[src/rtl/image_loader.sv]
// rtl/image_loader.sv - packs R,G,B byte stream into 18-bit pixels and writes them sequentially to the frame buffer
// Optional idle-timeout resynchronisation: define IMAGE_LOADER_TIMEOUT_EN.
module image_loader #(
    parameter int IMG_WIDTH      = 160,
    parameter int IMG_HEIGHT     = 120,
    parameter int ADDR_W         = 15,
    parameter int TIMEOUT_CYCLES = 1000000
) (
    input  logic              clk,
    input  logic              reset,
    input  logic              clear,
    input  logic [7:0]        rx_data,
    input  logic              rx_valid,
    output logic              wr_en,
    output logic [ADDR_W-1:0] wr_addr,
    output logic [17:0]       wr_data,
    output logic              loading,
    output logic              frame_done
);

    localparam logic [1:0] CH_R = 2'd0;
    localparam logic [1:0] CH_G = 2'd1;
    localparam logic [1:0] CH_B = 2'd2;

    localparam int               NUM_PIX   = IMG_WIDTH * IMG_HEIGHT;
    localparam logic [ADDR_W-1:0] LAST_ADDR = ADDR_W'(NUM_PIX - 1);

    logic [1:0]        channel;
    logic [ADDR_W-1:0] pix_cnt;
    logic [5:0]        red_hold;
    logic [5:0]        green_hold;
    logic              restart;

    // Only the top six bits of each sample reach the pixel.
    logic unused_lsbs;
    assign unused_lsbs = ^rx_data[1:0];

`ifdef IMAGE_LOADER_TIMEOUT_EN
    logic [31:0] idle_cnt;
    logic        idle_counting;
    logic        timeout;

    assign idle_counting = !rx_valid && (loading || channel != CH_R);
    // Fire on the edge that ends the final idle cycle so a byte arriving
    // right after the limit already lands as a fresh R sample.
    assign timeout       = idle_counting && (idle_cnt == 32'(TIMEOUT_CYCLES - 1));
    assign restart       = clear || timeout;

    always_ff @(posedge clk or posedge reset) begin
        if (reset) begin
            idle_cnt <= '0;
        end else if (rx_valid || restart) begin
            idle_cnt <= '0;
        end else if (idle_counting) begin
            idle_cnt <= idle_cnt + 32'd1;
        end
    end
`else
    localparam int timeout_unused = TIMEOUT_CYCLES;
    assign restart = clear;
`endif

    always_ff @(posedge clk or posedge reset) begin
        if (reset) begin
            channel    <= CH_R;
            pix_cnt    <= '0;
            red_hold   <= '0;
            green_hold <= '0;
            wr_en      <= 1'b0;
            wr_addr    <= '0;
            wr_data    <= '0;
            loading    <= 1'b0;
            frame_done <= 1'b0;
        end else begin
            wr_en      <= 1'b0;
            frame_done <= 1'b0;
            if (restart) begin
                // A byte coinciding with a restart is discarded on purpose.
                channel <= CH_R;
                pix_cnt <= '0;
                loading <= 1'b0;
            end else if (rx_valid) begin
                case (channel)
                    CH_R: begin
                        red_hold <= rx_data[7:2];
                        channel  <= CH_G;
                        loading  <= 1'b1;
                    end
                    CH_G: begin
                        green_hold <= rx_data[7:2];
                        channel    <= CH_B;
                    end
                    CH_B: begin
                        channel <= CH_R;
                        wr_en   <= 1'b1;
                        wr_addr <= pix_cnt;
                        wr_data <= {red_hold, green_hold, rx_data[7:2]};
                        if (pix_cnt == LAST_ADDR) begin
                            pix_cnt    <= '0;
                            frame_done <= 1'b1;
                            loading    <= 1'b0;
                        end else begin
                            pix_cnt <= pix_cnt + 1'b1;
                        end
                    end
                    default: channel <= CH_R;
                endcase
            end
        end
    end

endmodule

[config.mk]
export PLATFORM = sky130hd
export DESIGN_NAME = image_loader
export DESIGN_NICKNAME = d
export VERILOG_FILES = /design/src/rtl/image_loader.sv
export SDC_FILE = /design/constraint.sdc
export NUM_CORES = 1
export LEC_CHECK = 0
export ABC_AREA = 1
export CAP_MARGIN = 20
export CELL_PAD_IN_SITES_DETAIL_PLACEMENT = 1
export CELL_PAD_IN_SITES_GLOBAL_PLACEMENT = 2
export CORE_MARGIN = 2
export CORE_UTILIZATION = 34
export CTS_BUF_LIST = sky130_fd_sc_hd__clkbuf_16
export CTS_CLUSTER_SIZE = 14
export DETAILED_ROUTE_END_ITERATION = 10
export GPL_TIMING_DRIVEN = 0
export HOLD_SLACK_MARGIN = 0.12
export PLACE_DENSITY = 0.92
export SLEW_MARGIN = 20
export SYNTH_ARGS = -nofsm -noshare
export SYNTH_HDL_FRONTEND = slang
export SYNTH_SLANG_ARGS = --single-unit
export TNS_END_PERCENT = 20
[constraint.sdc]
create_clock -name clk -period 6.1 [get_ports clk]
set_input_delay 1.525 -clock clk [delete_from_list [all_inputs] [get_ports clk]]
set_output_delay 1.525 -clock clk [all_outputs]
set_load 0.005 [all_outputs]
=== After elaboration in Yosys (flattened, before gate mapping) ===
Cells that the tools add are included.

* Multiplexer cells: 18
* Equal/unequal tests: 4
* Bitwise logic cells: 1
* Add/sub/neg operators: 1
* Reductions and logical operators: 9

{| class="wikitable"
|+ Operators with widths
! cell !! count
|-
| $mux W15 || 4
|-
| $add A15 B1 Y15 const B || 1
|-
| $eq A15 B15 Y1 const B || 1
|-
| $reduce_and A3 Y1 || 4
|-
| $mux W1 || 10
|-
| $mux W2 || 2
|-
| $pmux W2 S2 || 1
|-
| $reduce_bool A2 Y1 || 2
|-
| $ne A3 B3 Y1 const B || 1
|-
| $reduce_bool A3 Y1 || 1
|-
| $eq A2 B1 Y1 const B || 1
|-
| $eq A2 B2 Y1 const B || 1
|-
| $logic_not A2 Y1 || 1
|-
| $pmux W1 S2 || 1
|-
| $reduce_and A2 Y1 || 1
|-
| $not A1 Y1 || 1
|}

* Input port bits: 12
* Register bits after elaboration: 65
* Logic and storage cells: 42

=== Depth between registers and ports, before layout ===
* Word-level depth: 5
* Gate-level depth with buffers: 9
* Gate-level depth less buffers: 9

=== Least setup slack after synthesis ===
OpenSTA, ideal clock, no wires.

* Path type: input to register
* Start point: in rx_valid
* End point: reg pix_cnt[3]
* Buffers on the path: 0
* Arrival time: 2098 ps
* Library setup time: 118 ps
* Setup slack: 3884 ps
* Cell stages on the path: 6
* Cell sequence: nand3_2 nand2_4 inv_1 nor2_1 xor2_1 nor2_1

* Cells in the longest elaborated chain, start to end: 2

{| class="wikitable"
|+ RTL lines
! what !! line !! source
|-
| from (decl) || 13 || <nowiki>input logic rx_valid,</nowiki>
|-
| $reduce_bool A2 Y1 (no line) || - ||
|-
| $reduce_and A2 Y1 (no line) || - ||
|-
| to (signal assigned) || 103 || <nowiki>pix_cnt <= pix_cnt + 1'b1;</nowiki>
|-
| to (decl) || 29 || <nowiki>logic [ADDR_W-1:0] pix_cnt;</nowiki>
|}

No other way between the ends.
A chain may end at the register's enable or synchronous reset.

=== Worst setup path in the final report ===
* Start point: reg wr_addr[10]
* End point: out wr_addr[10]

{| class="wikitable"
|+ RTL lines
! what !! line !! source
|-
| from (decl) || 15 || <nowiki>output logic [ADDR_W-1:0] wr_addr,</nowiki>
|-
| from (signal assigned) || 96 || <nowiki>wr_addr <= pix_cnt;</nowiki>
|}

No word-level cell between the ends.

==> implementation parameters <==
Parameter                              Value

Global route
  Aggregate global routing overflow    0
  Vias in the first global route    2419
  All-Layer GR Usage    0.177
  Number of antenna violations at the first check in global routing    0
  Maximum number of pins on one net before global-route repair    54
  Global-route wire length before repair    12000 µm

Synthesis
  Synth Flop Type    dfrtp_1
  Synth warn    0
  Share of the synthesized area in compound gates (AO/OA/AOI/OAI)    0.0675
  Number of distinct standard cells referenced by the synthesized netlist    23
  Most repeated cell in the gate-level netlist after synthesis    nand2_1
  Number of flops mapped to enable cells by yosys    0
  Mux contribution to synthesized area    0
  Number of register bits inferred by synthesis    65
  Top cells by area, synth    dfrtp_1 (58%), nand2_1 (15%), nor2_1 (3.8%)
  Number of cells produced by synthesis    320
  Top-area cell type share of the netlist area    0.581
  Proportion of synthesized flip-flops having asynchronous set or reset    1.00
  Post-synthesis share of cell area spent on full adders, half adders and majority gates    0.00447
  Average footprint of a synthesized cell    8.75 µm²
  Main combinational cell family by area after synthesis    simple AND/OR/NAND/NOR gates
  XOR/XNOR Fraction of Synth Area    0.0156
  Area share of and/or/nand/nor cells after synthesis    0.268
  Mapped Nets    333
  Synth Cell Area    2800 µm²
  Sequential cell area fraction in the yosys report    0.581
  Ranking of synthesized cells by instance count    nand2_1 (115), dfrtp_1 (65), nor2_1 (28)
  Cell taking the most area after synthesis    dfrtp_1

Floorplan
  # IOs    48
  Row count    33
  Starting density of the core    0.346
  Die H    94.7 µm
  Core ar.    8090 µm²
  Die boundary width    94.7 µm
  Die Outline Area    8970 µm²

STA
  Hold Vio Cnt, Final    0
  Period utilisation layout    0.447
  Headroom to the max-slew limit    0.813
  TNS Setup    0 ps
  Worst Hold Slack    466 ps
  Final setup vio count    0
  Max-slew violation total from the final report    0
  Highest Clock Rate    0.367 GHz
  Final setup skew    7.30 ps
  Setup repair after global routing missed its margin    no
  Worst Max-Slew Pin Slew    279 ps
  Post-route minimum period    2730 ps
  Slack of the critical path    3370 ps

Worst setup path
  Element type at the critical path end    output port
  Cell with the largest stage delay on the worst path    clkdlybuf4s50_1
  Number of buffers and inverters on the critical path    1
  Critical Path RT    4580 ps
  Critical Path, Cell by Cell    clkdlybuf4s50_1
  Arrival time reported for the critical path endpoint    1200 ps
  Worst-path fanout max    2
  Sort of element at the start of the critical path    flip-flop
  CP delay by family, top    buffers and inverters
  CP peak stage delay    520 ps
  Class of the most critical setup path    reg2out

Drt
  Number of design rule violations left after detail routing    0
  Iteration-0 DRC count of the detailed router    72
  Wire length per cell    15.0 µm
  Post-detailed-routing wire length    7310 µm
  Via Count    2305
  Total iterations of the first detailed-routing run    4
  Via density per instance    4.73
  ANT nets after route    0

Clock network
  Cts bufs inserted    9
  Clock insertion delay at the later pin of the skew report    330 ps
  Clk Tree Root Cell    clkbuf_16
  Reg clk slew, reported paths    60 ps
  Number of clock sinks seen by CTS    65
  Post-CTS Repair Setup Buffers    0
  Number of H-tree levels    3
  Cts hold-fix bufs    0
  TritonCTS clock tree    built
  Post-cts gate resize count    0
  Clock Path Buffers    2

Final layout
  Proportion of layout cells with a drive suffix above 1    0.128
  Fillers    975
  Diodes inserted    0
  Layout-stage area growth over the synthesis result    33.3%
  Combined flip-flop and latch cell area    1630 µm²
  Area used by multi-input combinational logic    995 µm²
  Nets@finish    390

Placed design
  Count of input and output buffers    45
  Worst slack at placement    3080 ps
  HPWL after detailed placement    5140 µm
  Placer congestion estimate    0.830

Power and ir drop
  Leakage Power    0.00177 µW
  Ratio of total power to cell area    334 nW/µm²
  VDD IR max    0.140 mV

Run
  Max-cap violations    0

Outcome
  Status    complete, no violations

Hold path
  Hold Path Class    reg2reg
sequential cells by signal, summed over array words and instances, names as in the netlist:
| register | cells |
|---|---|
| loading | 1 |
| channel | 2 |
| red_hold | 6 |
| pix_cnt | 15 |
| wr_addr | 15 |
| wr_en | 1 |
| frame_done | 1 |
| green_hold | 6 |
| wr_data | 18 |
metal layers:
metal,global-route usage,part of all wire
met3,0.0431,0.033
met1,0.202,0.43
met4,0.0713,0.024
met2,0.316,0.51
met5,0,0
power by group:
group / leakage, µW / switching, µW / internal (µW)
clock: 0.000155 / 194 / 357
sequential: 0.000868 / 33.1 / 489
combinational: 0.000745 / 74.2 / 98.2
final cells by class:
cell class	count	share of cell area
sequential	65	0.436
multi-input combinational	217	0.267
timing repair buffer	46	0.128
clock buffer	9	0.0604
tap	105	0.0352
inverter	28	0.0309
clock inverter	7	0.0255
buffer	10	0.0174
worst paths after layout:
| path | to | slack (ps) | from | depth (start not counted) |
|---|---|---|---|---|
| min reg2reg | wr_data[14] | 470 | wr_data[14] | 2 |
| max in group asynchronous | pix_cnt[13] | 4130 | reset | 3 |
| min | wr_data[14] | 470 | wr_data[14] | 2 |
| max | wr_addr[10] | 3370 | wr_addr[10] | 1 |
| max reg2reg | pix_cnt[8] | 4590 | pix_cnt[0] | 8 |
| min in group asynchronous | wr_data[15] | 1470 | reset | 2 |
cell families after synthesis:
group | count (synthesis)
xor+xnor | 5
flops | 65
compound gates | 37
buf+inv | 38
simple gates | 174
fa+ha+maj | 1
stage by stage:
step,util,total power (µW),instances,cell area (µm²)
floorplan,-,592,320,2800
global placement,0.418,692,470,3380
detailed placement,0.421,704,471,3410
CTS,0.461,1260,487,3730
global route,0.461,1300,487,3730
finish,0.461,1250,487,3730
layout by cell type (no fill, tap or decap), types with 4 or more instances in the layout:
| cell | count |
|---|---|
| nand4_1 | 7 |
| inv_1 | 21 |
| nand3_1 | 9 |
| clkdlybuf4s50_1 | 45 |
| o21ai_1 | 17 |
| inv_2 | 4 |
| nor2_2 | 4 |
| dfrtp_1 | 65 |
| xor2_1 | 5 |
| o21ai_0 | 19 |
| nor2_1 | 28 |
| buf_2 | 7 |
| nand2_1 | 115 |
| clkbuf_16 | 9 |
Power figures use the tool's default switching activity.
